--- src/rtl/io_bridge_pkg.sv ---
// Shared constants, output FSM state type and saturating-counter helper for the
// accumulator I/O bridge. Optional statistics are enabled by IO_BRIDGE_STATS_EN.
package io_bridge_pkg;

  localparam int WIDTH_DEF    = 16;
  localparam int IN_DEPTH_DEF = 4;
  localparam int STATS_W      = 8;

  typedef enum logic {
    OUT_EMPTY = 1'b0,
    OUT_HOLD  = 1'b1
  } out_state_e;

  function automatic logic [STATS_W-1:0] sat_inc(input logic [STATS_W-1:0] v);
    if (v == {STATS_W{1'b1}}) begin
      sat_inc = v;
    end else begin
      sat_inc = v + {{(STATS_W-1){1'b0}}, 1'b1};
    end
  endfunction

endpackage

--- src/rtl/io_bridge_if.sv ---
// Bus bundle between the accumulator core, the external streams and the bridge.
// The bridge takes the slave view; the surrounding environment takes master.
interface io_bridge_if
  import io_bridge_pkg::*;
#(
  parameter int WIDTH = WIDTH_DEF
);

  logic [WIDTH-1:0] ext_in_data;
  logic             ext_in_valid;
  logic             ext_in_ready;
  logic [WIDTH-1:0] IOIn;
  logic             core_in_empty;
  logic             core_in_rd;
  logic [WIDTH-1:0] core_Output;
  logic             core_out_wr;
  logic             core_out_full;
  logic [WIDTH-1:0] ext_out_data;
  logic             ext_out_valid;
  logic             ext_out_ready;

  modport slave (
    input  ext_in_data, ext_in_valid, core_in_rd, core_Output, core_out_wr, ext_out_ready,
    output ext_in_ready, IOIn, core_in_empty, core_out_full, ext_out_data, ext_out_valid
  );

  modport master (
    output ext_in_data, ext_in_valid, core_in_rd, core_Output, core_out_wr, ext_out_ready,
    input  ext_in_ready, IOIn, core_in_empty, core_out_full, ext_out_data, ext_out_valid
  );

endinterface

--- src/rtl/io_bridge_fifo.sv ---
// Synchronous input FIFO: storage, wrapping pointers and occupancy count.
// Full/empty come from the registered count only, so a pop never frees a slot same-cycle.
module io_bridge_fifo
  import io_bridge_pkg::*;
#(
  parameter int WIDTH    = WIDTH_DEF,
  parameter int IN_DEPTH = IN_DEPTH_DEF
) (
  input  logic             CLK,
  input  logic             reset,
  input  logic             i_push,
  input  logic [WIDTH-1:0] i_push_data,
  input  logic             i_pop,
  output logic [WIDTH-1:0] o_head,
  output logic             o_full,
  output logic             o_empty
);

  localparam int PTR_W = $clog2(IN_DEPTH);
  localparam int CNT_W = PTR_W + 1;
  localparam logic [PTR_W-1:0] PTR_ONE   = PTR_W'(1);
  localparam logic [CNT_W-1:0] CNT_ONE   = CNT_W'(1);
  localparam logic [CNT_W-1:0] DEPTH_CNT = CNT_W'(IN_DEPTH);

  logic [WIDTH-1:0] r_mem [IN_DEPTH];
  logic [PTR_W-1:0] r_wr_ptr;
  logic [PTR_W-1:0] r_rd_ptr;
  logic [CNT_W-1:0] r_count;
  logic             w_push_ok;
  logic             w_pop_ok;

  assign o_full    = (r_count == DEPTH_CNT);
  assign o_empty   = (r_count == {CNT_W{1'b0}});
  assign w_push_ok = i_push && !o_full;
  assign w_pop_ok  = i_pop && !o_empty;
  assign o_head    = r_mem[r_rd_ptr];

  always_ff @(posedge CLK) begin
    if (reset) begin
      r_wr_ptr <= {PTR_W{1'b0}};
      r_rd_ptr <= {PTR_W{1'b0}};
      r_count  <= {CNT_W{1'b0}};
      for (int i = 0; i < IN_DEPTH; i++) begin
        r_mem[i] <= {WIDTH{1'b0}};
      end
    end else begin
      if (w_push_ok) begin
        r_mem[r_wr_ptr] <= i_push_data;
        r_wr_ptr        <= r_wr_ptr + PTR_ONE;
      end else begin
        r_wr_ptr <= r_wr_ptr;
      end
      if (w_pop_ok) begin
        r_rd_ptr <= r_rd_ptr + PTR_ONE;
      end else begin
        r_rd_ptr <= r_rd_ptr;
      end
      case ({w_push_ok, w_pop_ok})
        2'b10:   r_count <= r_count + CNT_ONE;
        2'b01:   r_count <= r_count - CNT_ONE;
        default: r_count <= r_count;
      endcase
    end
  end

endmodule

--- src/rtl/accumulator_io_bridge.sv ---
// Bridges the accumulator core's IOIn/Output buses to external valid/ready streams.
// Define IO_BRIDGE_STATS_EN to add saturating underrun and dropped-write counters.
module accumulator_io_bridge
  import io_bridge_pkg::*;
#(
  parameter int WIDTH    = WIDTH_DEF,
  parameter int IN_DEPTH = IN_DEPTH_DEF
) (
  input  logic               CLK,
  input  logic               reset,
  io_bridge_if.slave         bus
`ifdef IO_BRIDGE_STATS_EN
  ,
  output logic [STATS_W-1:0] in_underrun_cnt,
  output logic [STATS_W-1:0] out_drop_cnt
`endif
);

  logic             w_fifo_full;
  logic             w_fifo_empty;
  logic [WIDTH-1:0] w_fifo_head;
  out_state_e       r_out_state;
  logic [WIDTH-1:0] r_out_data;
  logic             r_out_valid;

  io_bridge_fifo #(
    .WIDTH    (WIDTH),
    .IN_DEPTH (IN_DEPTH)
  ) u_fifo (
    .CLK         (CLK),
    .reset       (reset),
    .i_push      (bus.ext_in_valid),
    .i_push_data (bus.ext_in_data),
    .i_pop       (bus.core_in_rd),
    .o_head      (w_fifo_head),
    .o_full      (w_fifo_full),
    .o_empty     (w_fifo_empty)
  );

  assign bus.ext_in_ready  = !w_fifo_full;
  assign bus.core_in_empty = w_fifo_empty;
  assign bus.IOIn          = w_fifo_empty ? {WIDTH{1'b0}} : w_fifo_head;

  // Core may write only when the holding register is empty or is being drained this cycle.
  assign bus.core_out_full = (r_out_state == OUT_HOLD) && !bus.ext_out_ready;
  assign bus.ext_out_valid = r_out_valid;
  assign bus.ext_out_data  = r_out_data;

  always_ff @(posedge CLK) begin
    if (reset) begin
      r_out_state <= OUT_EMPTY;
      r_out_data  <= {WIDTH{1'b0}};
      r_out_valid <= 1'b0;
    end else begin
      case (r_out_state)
        OUT_EMPTY: begin
          if (bus.core_out_wr) begin
            r_out_data  <= bus.core_Output;
            r_out_state <= OUT_HOLD;
            r_out_valid <= 1'b1;
          end else begin
            r_out_data  <= r_out_data;
            r_out_state <= OUT_EMPTY;
            r_out_valid <= 1'b0;
          end
        end
        OUT_HOLD: begin
          if (bus.ext_out_ready && bus.core_out_wr) begin
            r_out_data  <= bus.core_Output;
            r_out_state <= OUT_HOLD;
            r_out_valid <= 1'b1;
          end else if (bus.ext_out_ready) begin
            r_out_data  <= r_out_data;
            r_out_state <= OUT_EMPTY;
            r_out_valid <= 1'b0;
          end else begin
            r_out_data  <= r_out_data;
            r_out_state <= OUT_HOLD;
            r_out_valid <= 1'b1;
          end
        end
        default: begin
          r_out_data  <= r_out_data;
          r_out_state <= OUT_EMPTY;
          r_out_valid <= 1'b0;
        end
      endcase
    end
  end

`ifdef IO_BRIDGE_STATS_EN
  logic               w_in_underrun;
  logic               w_out_drop;
  logic [STATS_W-1:0] r_in_underrun_cnt;
  logic [STATS_W-1:0] r_out_drop_cnt;

  assign w_in_underrun   = bus.core_in_rd && w_fifo_empty;
  assign w_out_drop      = bus.core_out_wr && (r_out_state == OUT_HOLD) && !bus.ext_out_ready;
  assign in_underrun_cnt = r_in_underrun_cnt;
  assign out_drop_cnt    = r_out_drop_cnt;

  always_ff @(posedge CLK) begin
    if (reset) begin
      r_in_underrun_cnt <= {STATS_W{1'b0}};
      r_out_drop_cnt    <= {STATS_W{1'b0}};
    end else begin
      r_in_underrun_cnt <= w_in_underrun ? sat_inc(r_in_underrun_cnt) : r_in_underrun_cnt;
      r_out_drop_cnt    <= w_out_drop ? sat_inc(r_out_drop_cnt) : r_out_drop_cnt;
    end
  end
`endif

endmodule
--- src/flat_wrapper.sv ---
// flat-port wrapper written by rule: the top's interface ports become plain ports
module accumulator_io_bridge_flat import io_bridge_pkg::*;
#(
  parameter int WIDTH    = WIDTH_DEF,
  parameter int IN_DEPTH = IN_DEPTH_DEF
)
  (CLK, reset, bus_ext_in_data, bus_ext_in_valid, bus_core_in_rd, bus_core_Output, bus_core_out_wr, bus_ext_out_ready, bus_ext_in_ready, bus_IOIn, bus_core_in_empty, bus_core_out_full, bus_ext_out_data, bus_ext_out_valid);
  io_bridge_if #(.WIDTH(WIDTH)) bus_i ();
  input  logic CLK;
  input  logic reset;
  input wire logic [$bits(bus_i.ext_in_data)-1:0] bus_ext_in_data;
  input wire logic [$bits(bus_i.ext_in_valid)-1:0] bus_ext_in_valid;
  input wire logic [$bits(bus_i.core_in_rd)-1:0] bus_core_in_rd;
  input wire logic [$bits(bus_i.core_Output)-1:0] bus_core_Output;
  input wire logic [$bits(bus_i.core_out_wr)-1:0] bus_core_out_wr;
  input wire logic [$bits(bus_i.ext_out_ready)-1:0] bus_ext_out_ready;
  output wire logic [$bits(bus_i.ext_in_ready)-1:0] bus_ext_in_ready;
  output wire logic [$bits(bus_i.IOIn)-1:0] bus_IOIn;
  output wire logic [$bits(bus_i.core_in_empty)-1:0] bus_core_in_empty;
  output wire logic [$bits(bus_i.core_out_full)-1:0] bus_core_out_full;
  output wire logic [$bits(bus_i.ext_out_data)-1:0] bus_ext_out_data;
  output wire logic [$bits(bus_i.ext_out_valid)-1:0] bus_ext_out_valid;
  assign bus_i.ext_in_data = bus_ext_in_data;
  assign bus_i.ext_in_valid = bus_ext_in_valid;
  assign bus_i.core_in_rd = bus_core_in_rd;
  assign bus_i.core_Output = bus_core_Output;
  assign bus_i.core_out_wr = bus_core_out_wr;
  assign bus_i.ext_out_ready = bus_ext_out_ready;
  assign bus_ext_in_ready = bus_i.ext_in_ready;
  assign bus_IOIn = bus_i.IOIn;
  assign bus_core_in_empty = bus_i.core_in_empty;
  assign bus_core_out_full = bus_i.core_out_full;
  assign bus_ext_out_data = bus_i.ext_out_data;
  assign bus_ext_out_valid = bus_i.ext_out_valid;
  accumulator_io_bridge #(.WIDTH(WIDTH), .IN_DEPTH(IN_DEPTH)) u_core (.CLK(CLK), .reset(reset), .bus(bus_i));
endmodule
--- config.mk ---
export PLATFORM = sky130hd
export DESIGN_NAME = accumulator_io_bridge_flat
export DESIGN_NICKNAME = d
export VERILOG_FILES = /design/src/rtl/io_bridge_pkg.sv /design/src/rtl/io_bridge_if.sv /design/src/rtl/io_bridge_fifo.sv /design/src/rtl/accumulator_io_bridge.sv /design/src/flat_wrapper.sv
export SDC_FILE = /design/constraint.sdc
export NUM_CORES = 1
export LEC_CHECK = 0
export ABC_CLOCK_PERIOD_IN_PS = 2500
export CAP_MARGIN = 30
export CELL_PAD_IN_SITES_DETAIL_PLACEMENT = 0
export CELL_PAD_IN_SITES_GLOBAL_PLACEMENT = 1
export CORE_AREA = 2 2 107 109
export DETAILED_ROUTE_END_ITERATION = 12
export DIE_AREA = 0 0 109 111
export HOLD_SLACK_MARGIN = 0.1
export MAX_ROUTING_LAYER = met4
export PLACE_DENSITY = 0.8
export SYNTH_ARGS = -nofsm -noshare
export SYNTH_HDL_FRONTEND = slang
export SYNTH_HIERARCHICAL = 1
export SYNTH_SLANG_ARGS = --single-unit
--- constraint.sdc ---
create_clock -name CLK -period 2.5 [get_ports CLK]
set_input_delay 0.375 -clock CLK [delete_from_list [all_inputs] [get_ports CLK]]
set_output_delay 0.375 -clock CLK [all_outputs]
set_load 0.01 [all_outputs]
---- Word-level counts from Yosys, hierarchy flattened ----
Memory sizes are Yosys's and may differ from the RTL's. A register that Yosys moved wholly into a read port is not among the register bits.
Index checks and enable logic that the tools add are counted.
storage, ports and cells
  register bits ........................... 24
  input bits .............................. 38
  word-level logic and storage cells ...... 46
  bits in writable memories ............... 64
  memories kept ........................... 1
  output and inout bits ................... 36
memories
  memory               depth  bits a word  rd ports  clocked after Yosys merged registers in  wr ports  line                  RTL
  u_core.u_fifo.r_mem  4      16           1         1                                        4         io_bridge_fifo.sv:25  logic [WIDTH-1:0] r_mem [IN_DEPTH];
cells by class
  mux-type cells .......................... 19
  add/sub/neg operators ................... 4
  bitwise logic cells ..................... 1
  reduce and logical (&&, ||, !) cells .... 11
  equal/unequal tests ..................... 5
operator list
  kind                 number
  $mux 16              4
  $pmux 16 s2          1
  $reduce_or 16->1     1
  $mux 1               9
  $mux 2               3
  $pmux 3 s2           1
  $add 2x1->2 const B  2
  $logic_and 1x1->1    4
  $ne 2x2->1 const B   2
  $add 3x1->3 const B  1
  $eq 3x3->1 const B   1
  $logic_not 1->1      3
  $logic_not 3->1      1
  $sub 3x1->3 const B  1
  $eq 2x1->1 const B   1
  $eq 2x2->1 const B   1
  $pmux 1 s2           1
  $reduce_and 2->1     1
  $reduce_bool 2->1    1
  $not 1->1            1

---- Logic depth before layout (Yosys ltp) ----
  depth after elaboration ................. 8
  mapped depth ............................ 8
  mapped depth without buffers ............ 8

---- By module ----
The synthesis kept the hierarchy.
modules (own cells, without submodules)
  module                 cells an instance  area each (µm²)  seq. area each (µm²)  times used
  io_bridge_fifo         206                3279.4           2102.0                1
  accumulator_io_bridge  92                 880.8            340.3                 1

---- Worst setup path after synthesis ----
No wires, ideal clock.
  path kind ............................... reg2reg
  from .................................... reg u_core.u_fifo.r_count[0]
  to ...................................... mem u_core/u_fifo/r_mem[2][0] (netlist name), enable pin
  data required time ...................... 2.089 ns
  slack ................................... 0.082 ns
  setup time .............................. 0.411 ns
  period minus slack after synthesis ...... 2.418 ns
  stages on the path, launching flop included .. 4
  arrival ................................. 2.007 ns
  buffers on the path ..................... 0
  cell sequence ........................... dfxtp_1 -> nor3b_4 -> or2b_4 -> o21ai_0
RTL lines
  element                   line                  RTL
  start: declaration        io_bridge_fifo.sv:28  logic [CNT_W-1:0] r_count;
  start signal: assignment  io_bridge_fifo.sv:42  r_count <= {CNT_W{1'b0}};
  start signal: assignment  io_bridge_fifo.sv:59  2'b10: r_count <= r_count + CNT_ONE;
  start signal: assignment  io_bridge_fifo.sv:60  2'b01: r_count <= r_count - CNT_ONE;
  end: declaration          io_bridge_fifo.sv:25

==> run metrics <==
GR Overflow Total 0; Final Hold Fails 0; setup_tns 0 ns; most frequent cells in the layout clkdlybuf4s50_1, edfxtp_1, and2_1; antenna cell count 0; Starting Density 0.376; gpl congestion 0.763; chip width 109 um; syn avg cell area 14.0 sq um; total number of vias 2448; largest net degree at the start of global routing 34; Sw Share 0.273; RSZ-0062 raised after global routing false; Mapped Cells 298; share of the synthesized area in the top cell type 0.462; clock-pin slew on the worst setup and hold paths 0.06 ns; initial antenna violation count 0; Area Overhead vs Synth 29.4%; clk_lat worst skew 0.34 ns; chip height 111 um; Comb pwr share 0.288; critical path, cell by cell buf_12, mux4_2, nor2b_1, clkdlybuf4s50_1; initial DRC count 118; WP data required 2.12 ns; Internal Power 3.15 mW; IO Pins 74; CP Capture Type primary output; post-synthesis register bit count 90; worst-margin pin slew 0.968 ns; Synth Cell Area 0.00416 sq mm; H-Tree Level Count 3; PortBufs 73; Root Buffer Master clkbuf_16; pre-CTS setup slack 0.0286 ns; Seq/Total Area, Yosys 0.587; final net count 422; FP Rows 39; fraction of layout cells with a size suffix above 1 0.163; wire per inst 15.4 um; final worst path period need 2.41 ns; clock sinks 90; CP max stage delay 0.53 ns; PnR worst setup slack 0.0903 ns; IR drop worst, VDD 0.319 mV; ANT nets after route 0; Inserted Clock Buffers 9; DRC errors left 0; crit path max fanout 16; Setup violations, final 0; placed cell count 514; Cell variety after synth 35; clk_skew 0.00754 ns; clk buf depth 2; core box area 0.0111 sq mm; Synth area leaders edfxtp_1, dfxtp_1, and2_1; Worst EP arrival 2.03 ns; post-DR vias/cell 4.62; GRT Total Usage 0.152; slowest cell on the critical path mux4_2; postcts setup bufs 0; area leader, netlist edfxtp_1; final non-filler cell total 530; Worst Hold Class flip-flop to flip-flop; first-pass GRT wire length 13400 um; status finished, final reports clean; post-DP HPWL 5310 um; sequential share of power 0.429; Power Dens Cells 805 mW/mm^2; Slew HR 0.351; Sw Pwr 1.19 mW; leakage 1.99 nW; yosys warns 6; final slew viol count 0; total of max-cap violations 0; Final Cycle Share 0.964; commonest non-fill, non-tap cell in the layout clkdlybuf4s50_1; Syn Nets 338; TritonRoute pass-1 iters 4; vias in the first global route 2632; Max Freq 415 MHz; DRT Wirelength 8150 um; CTS tree yes; crit path launch type flip-flop; die footprint 0.0121 sq mm; clock network power share 0.282; Crit Path Category flip-flop to primary output
[synth_stat cells]
cell / n
a21o_1: 1
a21oi_1: 3
and2_1: 59
and2_4: 5
buf_12: 1
buf_2: 3
buf_6: 4
clkbuf_1: 7
dfxtp_1: 26
edfxtp_1: 64
fa_1: 1
ha_1: 1
inv_1: 7
mux2_4: 1
mux2i_1: 16
mux4_2: 16
nand2_1: 3
nand2b_1: 33
nor2_1: 9
nor2b_1: 17
nor2b_2: 1
nor2b_4: 1
nor3_1: 1
nor3_4: 1
nor3b_4: 1
nor4_4: 2
nor4b_4: 1
o21ai_0: 3
o21bai_1: 1
o31ai_1: 2
or2_2: 1
or2b_4: 1
or3_1: 1
or3_2: 1
xor2_1: 3
[worst max-delay path, delay by kind of cell (launching register included)]
kind,cells,cell delay [ns]
buf+inv,2,0.67
mux,1,0.53
flops,1,0.35
simple gates,1,0.14
[power by group through the flow]
stage / Sequential [mW] / Combinational, mW / Clock [mW]
after floorplan: 1.87 / 0.742 / 0
after CTS: 1.86 / 1.29 / 1.26
after detailed placement: 1.90 / 1.28 / 0
after global routing: 1.88 / 1.37 / 1.30
final: 1.86 / 1.25 / 1.22
after global placement: 1.89 / 1.27 / 0
[metrics by stage]
step	area (sq um)	utilization	hold WS [ns]	power (mW)
after detailed placement	5110	0.461	0.465	3.18
after CTS	5380	0.486	0.479	4.41
after global placement	5110	0.461	0.459	3.16
after floorplan	4160	-	0.459	2.61
after global routing	5380	0.486	0.497	4.55
final	5380	0.486	0.472	4.34
[layer usage]
| layer | vias up | track usage | part of all wire |
|---|---|---|---|
| met5 | - | - | 0 |
| met4 | 0 | 0.0538 | 0.012 |
| met3 | 7 | 0.0423 | 0.054 |
| met2 | 65 | 0.250 | 0.51 |
| met1 | 1168 | 0.176 | 0.42 |
| li1 | 1208 | - | - |
[sequential cells by signal, indices dropped and copies added, names as in the netlist, named ones only]
signal	count
u_core/bus.ext_out_data	16
u_core/bus.ext_out_valid	1
u_core/u_fifo/r_count	3
u_core/u_fifo/r_mem	64
u_core/u_fifo/r_rd_ptr	2
u_core/u_fifo/r_wr_ptr	2
[final timing paths]
check	startpoint	endpoint	slack, ns	cells after the start
setup / recovery	flip-flop	bus_IOIn[11]	0.09	4
hold / removal	u_core/bus.ext_out_data[4]	u_core/bus.ext_out_data[4]	0.47	2
setup reg to reg	u_core/u_fifo/r_count[2]	u_core/u_fifo/r_count[2]	0.32	8
hold reg to reg	u_core/bus.ext_out_data[4]	u_core/bus.ext_out_data[4]	0.47	2
[cell type report]
cell class / instances / area (sq um)
fill: 994 / 5690
sequential: 90 / 2440
multi-input combinational: 186 / 1600
timing repair buffer: 88 / 871
clock buffer: 10 / 229
tap: 143 / 179
clock inverter: 6 / 41.3
inverter: 7 / 26.3
[kinds of logic after synthesis]
family                   after synthesis  share of synthesized area
AND/OR/NAND/NOR                      138                      0.224
flip-flops                            90                      0.587
multiplexers                          33                      0.129
buffers and inverters                 22                     0.0319
AO/OA/AOI/OAI                         10                     0.0144
XOR/XNOR                               3                    0.00632
adder cells (fa/ha/maj)                2                    0.00782
[repair_timing]
item                       CTS  global route
hold buffers                 0             0
setup endpoints to repair    0             1
gates resized for setup      0             1
No activity file was read; power rests on OpenSTA's default activity.
